--- src/rtl/fp_norm_round_if.sv ---
// Handshake and data bundle between the add/sub datapath, the normalize/round
// stage and the FPU result mux.
interface fp_norm_round_if;
  // Upstream beat: unnormalized add/sub result
  logic        in_valid;
  logic        in_ready;
  logic        in_sign;
  logic [8:0]  in_exp;
  logic [48:0] in_man;

  // Downstream beat: packed single-precision result plus status
  logic        out_valid;
  logic        out_ready;
  logic [31:0] out_result;
  logic        out_overflow;
  logic        out_underflow;
  logic        out_inexact;

  // Producer side: drives the input beat and accepts the result
  modport master (
    output in_valid,
    output in_sign,
    output in_exp,
    output in_man,
    input  in_ready,
    input  out_valid,
    input  out_result,
    input  out_overflow,
    input  out_underflow,
    input  out_inexact,
    output out_ready
  );

  // Normalize/round stage side
  modport slave (
    input  in_valid,
    input  in_sign,
    input  in_exp,
    input  in_man,
    output in_ready,
    output out_valid,
    output out_result,
    output out_overflow,
    output out_underflow,
    output out_inexact,
    input  out_ready
  );
endinterface

--- src/rtl/fp_norm_round.sv ---
// Three-stage normalize + round-to-nearest-even + pack for the FPU add/sub
// result. S1 captures the beat and counts leading zeros, S2 shifts and fixes
// the exponent, S3 rounds, packs and registers the outputs. The whole pipe
// advances together whenever the output is empty or being accepted.
module fp_norm_round (
  input  logic           clk,
  input  logic           rst_n,
  fp_norm_round_if.slave bus
);

  // Leading-zero count of a 48-bit vector; the highest set bit wins.
  function automatic logic [5:0] lzc48(input logic [47:0] v);
    logic [5:0] n;
    n = 6'd48;
    for (int i = 0; i < 48; i++) begin
      if (v[i]) begin
        n = 6'(47 - i);
      end
    end
    return n;
  endfunction

  logic advance;

  // ---------------------------------------------------------------------------
  // S1: capture + leading-zero count
  // ---------------------------------------------------------------------------
  logic        s1_valid_q;
  logic        s1_sign_q;
  logic [9:0]  s1_exp_q;   // effective exponent E = max(in_exp, 1)
  logic [48:0] s1_man_q;
  logic        s1_zero_q;
  logic [5:0]  s1_lz_q;

  logic [9:0]  s1_exp_d;
  logic [5:0]  s1_lz_d;

  // Denormal inputs share the scale of exponent 1.
  always_comb begin
    s1_exp_d = (bus.in_exp == 9'd0) ? 10'd1 : {1'b0, bus.in_exp};
    s1_lz_d  = lzc48(bus.in_man[47:0]);
  end

  // S1 registers load on advance; bubbles shift through like real beats.
  always_ff @(posedge clk or negedge rst_n) begin
    if (!rst_n) begin
      s1_valid_q <= 1'b0;
      s1_sign_q  <= 1'b0;
      s1_exp_q   <= '0;
      s1_man_q   <= '0;
      s1_zero_q  <= 1'b0;
      s1_lz_q    <= '0;
    end else if (advance) begin
      s1_valid_q <= bus.in_valid;
      s1_sign_q  <= bus.in_sign;
      s1_exp_q   <= s1_exp_d;
      s1_man_q   <= bus.in_man;
      s1_zero_q  <= (bus.in_man == 49'd0);
      s1_lz_q    <= s1_lz_d;
    end
  end

  // ---------------------------------------------------------------------------
  // S2: normalizing shift + exponent adjust
  // ---------------------------------------------------------------------------
  logic        s2_valid_q;
  logic        s2_sign_q;
  logic [9:0]  s2_exp_q;   // exponent field before rounding (0 = denormal)
  logic [46:0] s2_man_q;   // hidden bit dropped; implied by s2_exp_q != 0
  logic        s2_sticky_q;
  logic        s2_zero_q;

  logic [9:0]  exp_m1;
  logic [5:0]  sh;
  logic [47:0] man_shl;
  logic [47:0] s2_man_d;
  logic [9:0]  s2_exp_d;
  logic        s2_sticky_d;

  // Carry-out shifts right by one; otherwise shift left, but never past the
  // denormal scale so the exponent bottoms out at 1.
  always_comb begin
    exp_m1 = s1_exp_q - 10'd1;
    if ({4'd0, s1_lz_q} > exp_m1) begin
      sh = exp_m1[5:0];
    end else begin
      sh = s1_lz_q;
    end
    man_shl = s1_man_q[47:0] << sh;

    if (s1_man_q[48]) begin
      s2_man_d    = s1_man_q[48:1];
      s2_sticky_d = s1_man_q[0];
      s2_exp_d    = s1_exp_q + 10'd1;
    end else begin
      s2_man_d    = man_shl;
      s2_sticky_d = 1'b0;
      s2_exp_d    = s1_exp_q - {4'd0, sh};
    end

    // Hidden bit still clear after the limited shift: denormal result.
    if (!s2_man_d[47]) begin
      s2_exp_d = 10'd0;
    end
  end

  // S2 registers load on advance.
  always_ff @(posedge clk or negedge rst_n) begin
    if (!rst_n) begin
      s2_valid_q  <= 1'b0;
      s2_sign_q   <= 1'b0;
      s2_exp_q    <= '0;
      s2_man_q    <= '0;
      s2_sticky_q <= 1'b0;
      s2_zero_q   <= 1'b0;
    end else if (advance) begin
      s2_valid_q  <= s1_valid_q;
      s2_sign_q   <= s1_sign_q;
      s2_exp_q    <= s2_exp_d;
      s2_man_q    <= s2_man_d[46:0];
      s2_sticky_q <= s2_sticky_d;
      s2_zero_q   <= s1_zero_q;
    end
  end

  // ---------------------------------------------------------------------------
  // S3: round-to-nearest-even + pack
  // ---------------------------------------------------------------------------
  logic        out_valid_q;
  logic [31:0] out_result_q;
  logic        out_overflow_q;
  logic        out_underflow_q;
  logic        out_inexact_q;

  logic [22:0] frac;
  logic        guard;
  logic        sticky;
  logic        round_up;
  logic [23:0] frac_sum;
  logic [9:0]  exp_r;
  logic        ovf;
  logic        inexact;
  logic [31:0] result_d;
  logic        overflow_d;
  logic        underflow_d;
  logic        inexact_d;

  // A fraction carry bumps the exponent; for a denormal (field 0) that lands
  // exactly on the minimum normal with a zero fraction.
  always_comb begin
    frac     = s2_man_q[46:24];
    guard    = s2_man_q[23];
    sticky   = (|s2_man_q[22:0]) | s2_sticky_q;
    round_up = guard & (sticky | frac[0]);
    frac_sum = {1'b0, frac} + {23'd0, round_up};
    exp_r    = s2_exp_q + {9'd0, frac_sum[23]};
    ovf      = (exp_r >= 10'd255);
    inexact  = guard | sticky;

    if (s2_zero_q) begin
      result_d    = 32'h0000_0000;
      overflow_d  = 1'b0;
      underflow_d = 1'b0;
      inexact_d   = 1'b0;
    end else if (ovf) begin
      result_d    = {s2_sign_q, 8'hFF, 23'd0};
      overflow_d  = 1'b1;
      underflow_d = inexact & (s2_exp_q == 10'd0);
      inexact_d   = inexact;
    end else begin
      result_d    = {s2_sign_q, exp_r[7:0], frac_sum[22:0]};
      overflow_d  = 1'b0;
      underflow_d = inexact & (s2_exp_q == 10'd0);
      inexact_d   = inexact;
    end
  end

  // Output registers load on advance and otherwise hold the presented beat.
  always_ff @(posedge clk or negedge rst_n) begin
    if (!rst_n) begin
      out_valid_q     <= 1'b0;
      out_result_q    <= '0;
      out_overflow_q  <= 1'b0;
      out_underflow_q <= 1'b0;
      out_inexact_q   <= 1'b0;
    end else if (advance) begin
      out_valid_q     <= s2_valid_q;
      out_result_q    <= result_d;
      out_overflow_q  <= overflow_d;
      out_underflow_q <= underflow_d;
      out_inexact_q   <= inexact_d;
    end
  end

  // Global stall: the pipe moves only when the output slot frees up.
  always_comb begin
    advance           = ~out_valid_q | bus.out_ready;
    bus.in_ready      = advance;
    bus.out_valid     = out_valid_q;
    bus.out_result    = out_result_q;
    bus.out_overflow  = out_overflow_q;
    bus.out_underflow = out_underflow_q;
    bus.out_inexact   = out_inexact_q;
  end

endmodule

--- src/flat_wrapper.sv ---
// flat-port wrapper written by rule: the top's interface ports become plain ports
module fp_norm_round_flat 
  (clk, rst_n, bus_in_valid, bus_in_sign, bus_in_exp, bus_in_man, bus_in_ready, bus_out_valid, bus_out_result, bus_out_overflow, bus_out_underflow, bus_out_inexact, bus_out_ready);
  fp_norm_round_if bus_i ();
  input  logic clk;
  input  logic rst_n;
  input wire logic [$bits(bus_i.in_valid)-1:0] bus_in_valid;
  input wire logic [$bits(bus_i.in_sign)-1:0] bus_in_sign;
  input wire logic [$bits(bus_i.in_exp)-1:0] bus_in_exp;
  input wire logic [$bits(bus_i.in_man)-1:0] bus_in_man;
  output wire logic [$bits(bus_i.in_ready)-1:0] bus_in_ready;
  output wire logic [$bits(bus_i.out_valid)-1:0] bus_out_valid;
  output wire logic [$bits(bus_i.out_result)-1:0] bus_out_result;
  output wire logic [$bits(bus_i.out_overflow)-1:0] bus_out_overflow;
  output wire logic [$bits(bus_i.out_underflow)-1:0] bus_out_underflow;
  output wire logic [$bits(bus_i.out_inexact)-1:0] bus_out_inexact;
  input wire logic [$bits(bus_i.out_ready)-1:0] bus_out_ready;
  assign bus_i.in_valid = bus_in_valid;
  assign bus_i.in_sign = bus_in_sign;
  assign bus_i.in_exp = bus_in_exp;
  assign bus_i.in_man = bus_in_man;
  assign bus_in_ready = bus_i.in_ready;
  assign bus_out_valid = bus_i.out_valid;
  assign bus_out_result = bus_i.out_result;
  assign bus_out_overflow = bus_i.out_overflow;
  assign bus_out_underflow = bus_i.out_underflow;
  assign bus_out_inexact = bus_i.out_inexact;
  assign bus_i.out_ready = bus_out_ready;
  fp_norm_round u_core (.clk(clk), .rst_n(rst_n), .bus(bus_i));
endmodule
--- config.mk ---
export PLATFORM = sky130hd
export DESIGN_NAME = fp_norm_round_flat
export DESIGN_NICKNAME = d
export VERILOG_FILES = /design/src/rtl/fp_norm_round_if.sv /design/src/rtl/fp_norm_round.sv /design/src/flat_wrapper.sv
export SDC_FILE = /design/constraint.sdc
export NUM_CORES = 1
export LEC_CHECK = 0
export ABC_AREA = 1
export CAP_MARGIN = 20
export CORE_MARGIN = 8
export CORE_UTILIZATION = 34
export DETAILED_ROUTE_END_ITERATION = 8
export PLACE_DENSITY_LB_ADDON = 0.15
export SLEW_MARGIN = 25
export SYNTH_ARGS = -nofsm -noshare
export SYNTH_HDL_FRONTEND = slang
export SYNTH_SLANG_ARGS = --single-unit
--- constraint.sdc ---
create_clock -name clk -period 11.9 [get_ports clk]
set_clock_uncertainty 0.05 [all_clocks]
set_input_delay 2.38 -clock clk [delete_from_list [all_inputs] [get_ports clk]]
set_output_delay 2.38 -clock clk [all_outputs]
set_load 0.02 [all_outputs]
* After elaboration in Yosys (flattened, before gate mapping)
Index checks and enable logic that the tools add are counted.
Storage, ports and cells: register bits after elaboration 165, output and inout port bits 37, logic and storage cells 96
Operators by class: $add $sub $neg 5, order comparisons 2, shifts and indexed selects 1, multiplexer cells 60, bitwise gates (word level) 7, reductions and logical operators 4
Operators by type and width (number):
- two-way mux 6 bit | 48
- logical NOT 49 bit | 1
- two-way mux 48 bit | 1
- left shift 48 x 6 -> 48 bit | 1
- two-way mux 32 bit | 1
- two-way mux 31 bit | 1
- adder 23 x 1 -> 24 bit | 1
- OR reduction 23 bit | 1
- two-way mux 10 bit | 2
- adder 10 x 1 -> 10 bit | 1
- adder 10 x 1 -> 10 bit, second input constant | 1
- greater-or-equal comparator 10 x 8 -> 1 bit, second input constant | 1
- greater-than comparator 6 x 10 -> 1 bit | 1
- logical NOT 10 bit | 1
- subtractor 10 x 1 -> 10 bit, second input constant | 1
- subtractor 10 x 6 -> 10 bit | 1
- logical NOT 9 bit | 1
- two-way mux 9 bit | 1
- two-way mux 1 bit | 5
- two-way mux 5 bit | 1
- OR 1 bit | 4
- bitwise AND 1 bit | 2
- NOT 1 bit | 1

* Depth between registers and ports, before layout
word-level depth 48, gate-level depth with buffers 49, gate-level depth less buffers 49

* Worst setup path after synthesis
No wires, ideal clock.
path kind input -> output, from in bus_out_ready, to out bus_in_ready, arrival 3003 ps, path slack 6467 ps, stages 3, path buffers 1, path through nor2_1 -> clkinv_1 -> clkbuf_1
Between the ends: cells in the longest elaborated chain, start to end 1
RTL lines:
- from (decl) | line flat_wrapper.sv:17 | input wire logic [$bits(bus_i.out_ready)-1:0] bus_out_ready;
- OR 1 bit | line fp_norm_round.sv:197 | advance = ~out_valid_q | bus.out_ready;
- to (decl) | line flat_wrapper.sv:11 | output wire logic [$bits(bus_i.in_ready)-1:0] bus_in_ready;
No other way between the ends.

* Final worst setup path
Ends and elaborated chain as after synthesis.

==> impl_metrics.py <==
metrics = {
    "run_status": {
        "status": "finished, final reports clean",
    },
    "clock_network": {
        "insertion_delay_ns": 0.44,
        "clkSinkCount": 164,
        "htreeDepth": 4,
        "cts.path.max_buffers": 2,
        "postCtsHoldBufs": 0,
        "postCtsSetupBuffers": 0,
        "numCtsBuffers": 17,
        "cts_tree": "done",
        "clk_pin_slew_worst_paths_ns": 0.07,
        "cts_resized": 0,
        "root_buffer": "clkbuf_16",
    },
    "setup_path": {
        "worstSetupPathType": "in -> out",
        "cp_num_buf_inv": 4,
        "ff2ff_path_depth": 31,
        "cp-start-kind": "input port",
        "cp_max_fo": 53,
        "path_cells": "clkdlybuf4s50_1 > nor2_4 > clkinv_1 > buf_4 > clkdlybuf4s50_1",
        "crit_slowest_cell": "clkdlybuf4s50_1",
        "arrival_ns": 4.40,
        "crit_top_cell": "clkdlybuf4s50_1",
        "rrSetupSlack_ns": 6.09,
        "reg2reg_to": "u_core.s2_exp_q[9]",
        "cp_top_family": "buffers and inverters",
        "r2r_start": "u_core.s1_exp_q[0]",
        "worstPathRequired_ns": 9.47,
        "crit_path_end_kind": "output pin",
        "crit_path_max_incr_delay_ns": 0.62,
    },
    "min_path": {
        "hp-start": "u_core.s2_valid_q",
        "min_path_cells": 2,
        "hold_end": "u_core.bus.out_valid",
        "min_path_type": "reg -> reg",
    },
    "global_route": {
        "grt-ovfl-total": 0,
        "grt_max_degree": 118,
        "track_usage_pct": 18.54,
        "first_global_vias": 9966,
        "antenna_found_initial": 0,
        "grt_first_pass_wirelength_um": 56460,
    },
    "logic_synthesis": {
        "synth_nets": 1667,
        "ys.flop_type": "dfrtp_1",
        "synth_area_sq_um": 10940,
        "syn-instance-count": 1582,
        "ys_async_sr_fraction_pct": 100.0,
        "ys_warn_count": 0,
        "syn_area_per_cell_sq_um": 6.912,
        "yosys-top-cells-area": "dfrtp_1, nand2_1, o21ai_0",
        "post-synth-top-area-cell": "dfrtp_1",
        "synth_top_area_share_pct": 37.53,
        "synth_edf_count": 0,
        "ys_types": 56,
        "seq_area_frac_synth_pct": 37.53,
        "synth_seq_cells": 164,
    },
    "final_layout": {
        "num-nets-final": 1712,
        "final_core_util_pct": 40.52,
        "drive_gt1_share_pct": 4.576,
        "area_growth_pct": 17.22,
        "fillers": 3372,
        "final_common_cell": "nand2_1",
        "n_antenna_cell": 0,
        "layout.area.seq_sq_um": 4104,
        "multi_input_area_sq_um": 5793,
        "final_cell_mix": "nand2_1, inv_1, o21ai_0, dfrtp_1, nor2_1",
    },
    "sta": {
        "final-hold-violation-count": 0,
        "worstMarginPinSlew_ns": 0.9764,
        "drv_slew": 0,
        "rsz0062_at_grt": "false",
        "relSlewSlack_pct": 34.81,
        "fmax_mhz": 146.4,
        "fin_setup_tns_ns": 0,
        "period_share_pct": 57.41,
        "setup_viol": 0,
        "min_period_ns": 6.832,
    },
    "drt": {
        "drt_wl_total_um": 35520,
        "drcViolationCount": 0,
        "vias": 10562,
        "routedWlPerCell_um": 17.41,
        "drt_first_pass_iters": 5,
        "antenna_left": 0,
        "drt-initial-drc-count": 860,
        "via_per_inst": 5.175,
    },
    "floorplan": {
        "die_x_um": 195.3,
        "start_util_pct": 34.57,
        "coreArea_sq_um": 31640,
        "rows": 65,
        "io_pins": 100,
        "die_height_um": 195.3,
        "dieArea_sq_um": 38160,
    },
    "place": {
        "dp_hpwl_um": 26300,
        "gp_congestion": 0.9319,
        "port_buffers": 99,
    },
    "flow_run": {
        "cap_violations": 0,
    },
    "pwr": {
        "ir_worst_vdd_mv": 0.1072,
        "powerDensity_nw_per_um2": 218.0,
        "p_leak_uw": 0.005892,
    },
}
## worst max-delay path by stage
| stage | from | to | slack (ns) | cells after the start |
|---|---|---|---|---|
| 2_1_floorplan | bus_out_ready | bus_in_ready | 6.47 | 3 |
| 3_3_place_gp | bus_out_ready | bus_in_ready | 5.02 | 5 |
| 3_5_place_dp | bus_out_ready | bus_in_ready | 5.03 | 5 |
| 4_1_cts | bus_out_ready | bus_in_ready | 5.02 | 5 |
| 5_1_grt | bus_out_ready | bus_in_ready | 4.90 | 5 |
| 6_report | bus_out_ready | bus_in_ready | 5.07 | 5 |
## cell families after synthesis
kind of cell    Yosys count  share of synthesized area, %
flops                   164                         37.53
xor+xnor                 21                         1.682
fa+ha+maj                22                         2.586
mux                      11                         1.007
buf+inv                 270                         9.748
simple gates            649                         23.86
compound gates          445                         23.59
## synthesized netlist by cell type, types with 4 or more instances
cell      instances
nand2_1         442
inv_1           174
o21ai_0         169
dfrtp_1         164
nor2_1          116
a21oi_1          91
o21ai_1          85
clkbuf_1         58
nand3_1          33
ha_1             21
o211ai_1         21
nor3_1           19
buf_2            18
xor2_1           18
a22oi_1          15
nor4_1           14
mux2i_1          11
buf_1             9
o31ai_1           8
a32oi_1           7
nand4_1           7
a31oi_1           6
or2_2             6
a221oi_1          5
a32o_1            5
o221ai_1          4
o22ai_1           4
or2_1             4
## power breakdown
group / total, uW / internal (uW) / switching [uW] / leakage, uW
clock: 565 / 318 / 247 / 0.000282
combinational: 1290 / 466 / 819 / 0.00362
sequential: 944 / 759 / 185 / 0.00199
total: 2790 / 1540 / 1250 / 0.00589
## registers in the layout, summed over array words and instances (netlist names), 6 cells and up
register,cells
u_core.s1_exp_q,9
u_core.s2_exp_q,10
u_core.s1_man_q,49
u_core.s2_man_q,47
u_core.bus.out_result,32
u_core.s1_lz_q,6
## layout make-up
cell class / count / share of cell area (%)
inverter: 180 / 5.271
clock buffer: 19 / 3.455
clock inverter: 12 / 1.123
tap: 402 / 3.924
timing repair buffer: 116 / 9.019
sequential: 164 / 32.02
multi-input combinational: 1148 / 45.19
## stage by stage
stage | cells | setup slack [ns] | power, uW | cell area, sq um | hold WS (ns)
finish | 2041 | 5.068 | 2795 | 12820 | 0.4098
floorplan | 1582 | 6.467 | 1754 | 10940 | 0.3698
global route | 2041 | 4.904 | 3014 | 12820 | 0.4168
CTS | 2039 | 5.022 | 2804 | 12770 | 0.4100
global placement | 2008 | 5.019 | 2214 | 12180 | 0.3922
detailed placement | 2008 | 5.028 | 2229 | 12180 | 0.3936
## worst reg2reg max path, delay by kind of cell, from the launching register on
family	cells	cell delay [ns]
compound gates	9	1.29
xor+xnor	2	0.49
fa+ha+maj	4	1.21
buf+inv	4	1.06
flops	1	0.38
simple gates	12	1.26
## routing by layer
metal	vias to the layer above	global-route usage, %	part of all wire [%]
li1	5337	-	-
met1	4916	28.17	52
met2	279	27.06	42
met3	30	2.648	4.9
met4	0	4.464	1.4
met5	-	0	0
Note: power is estimated with default switching activity, not from simulation.
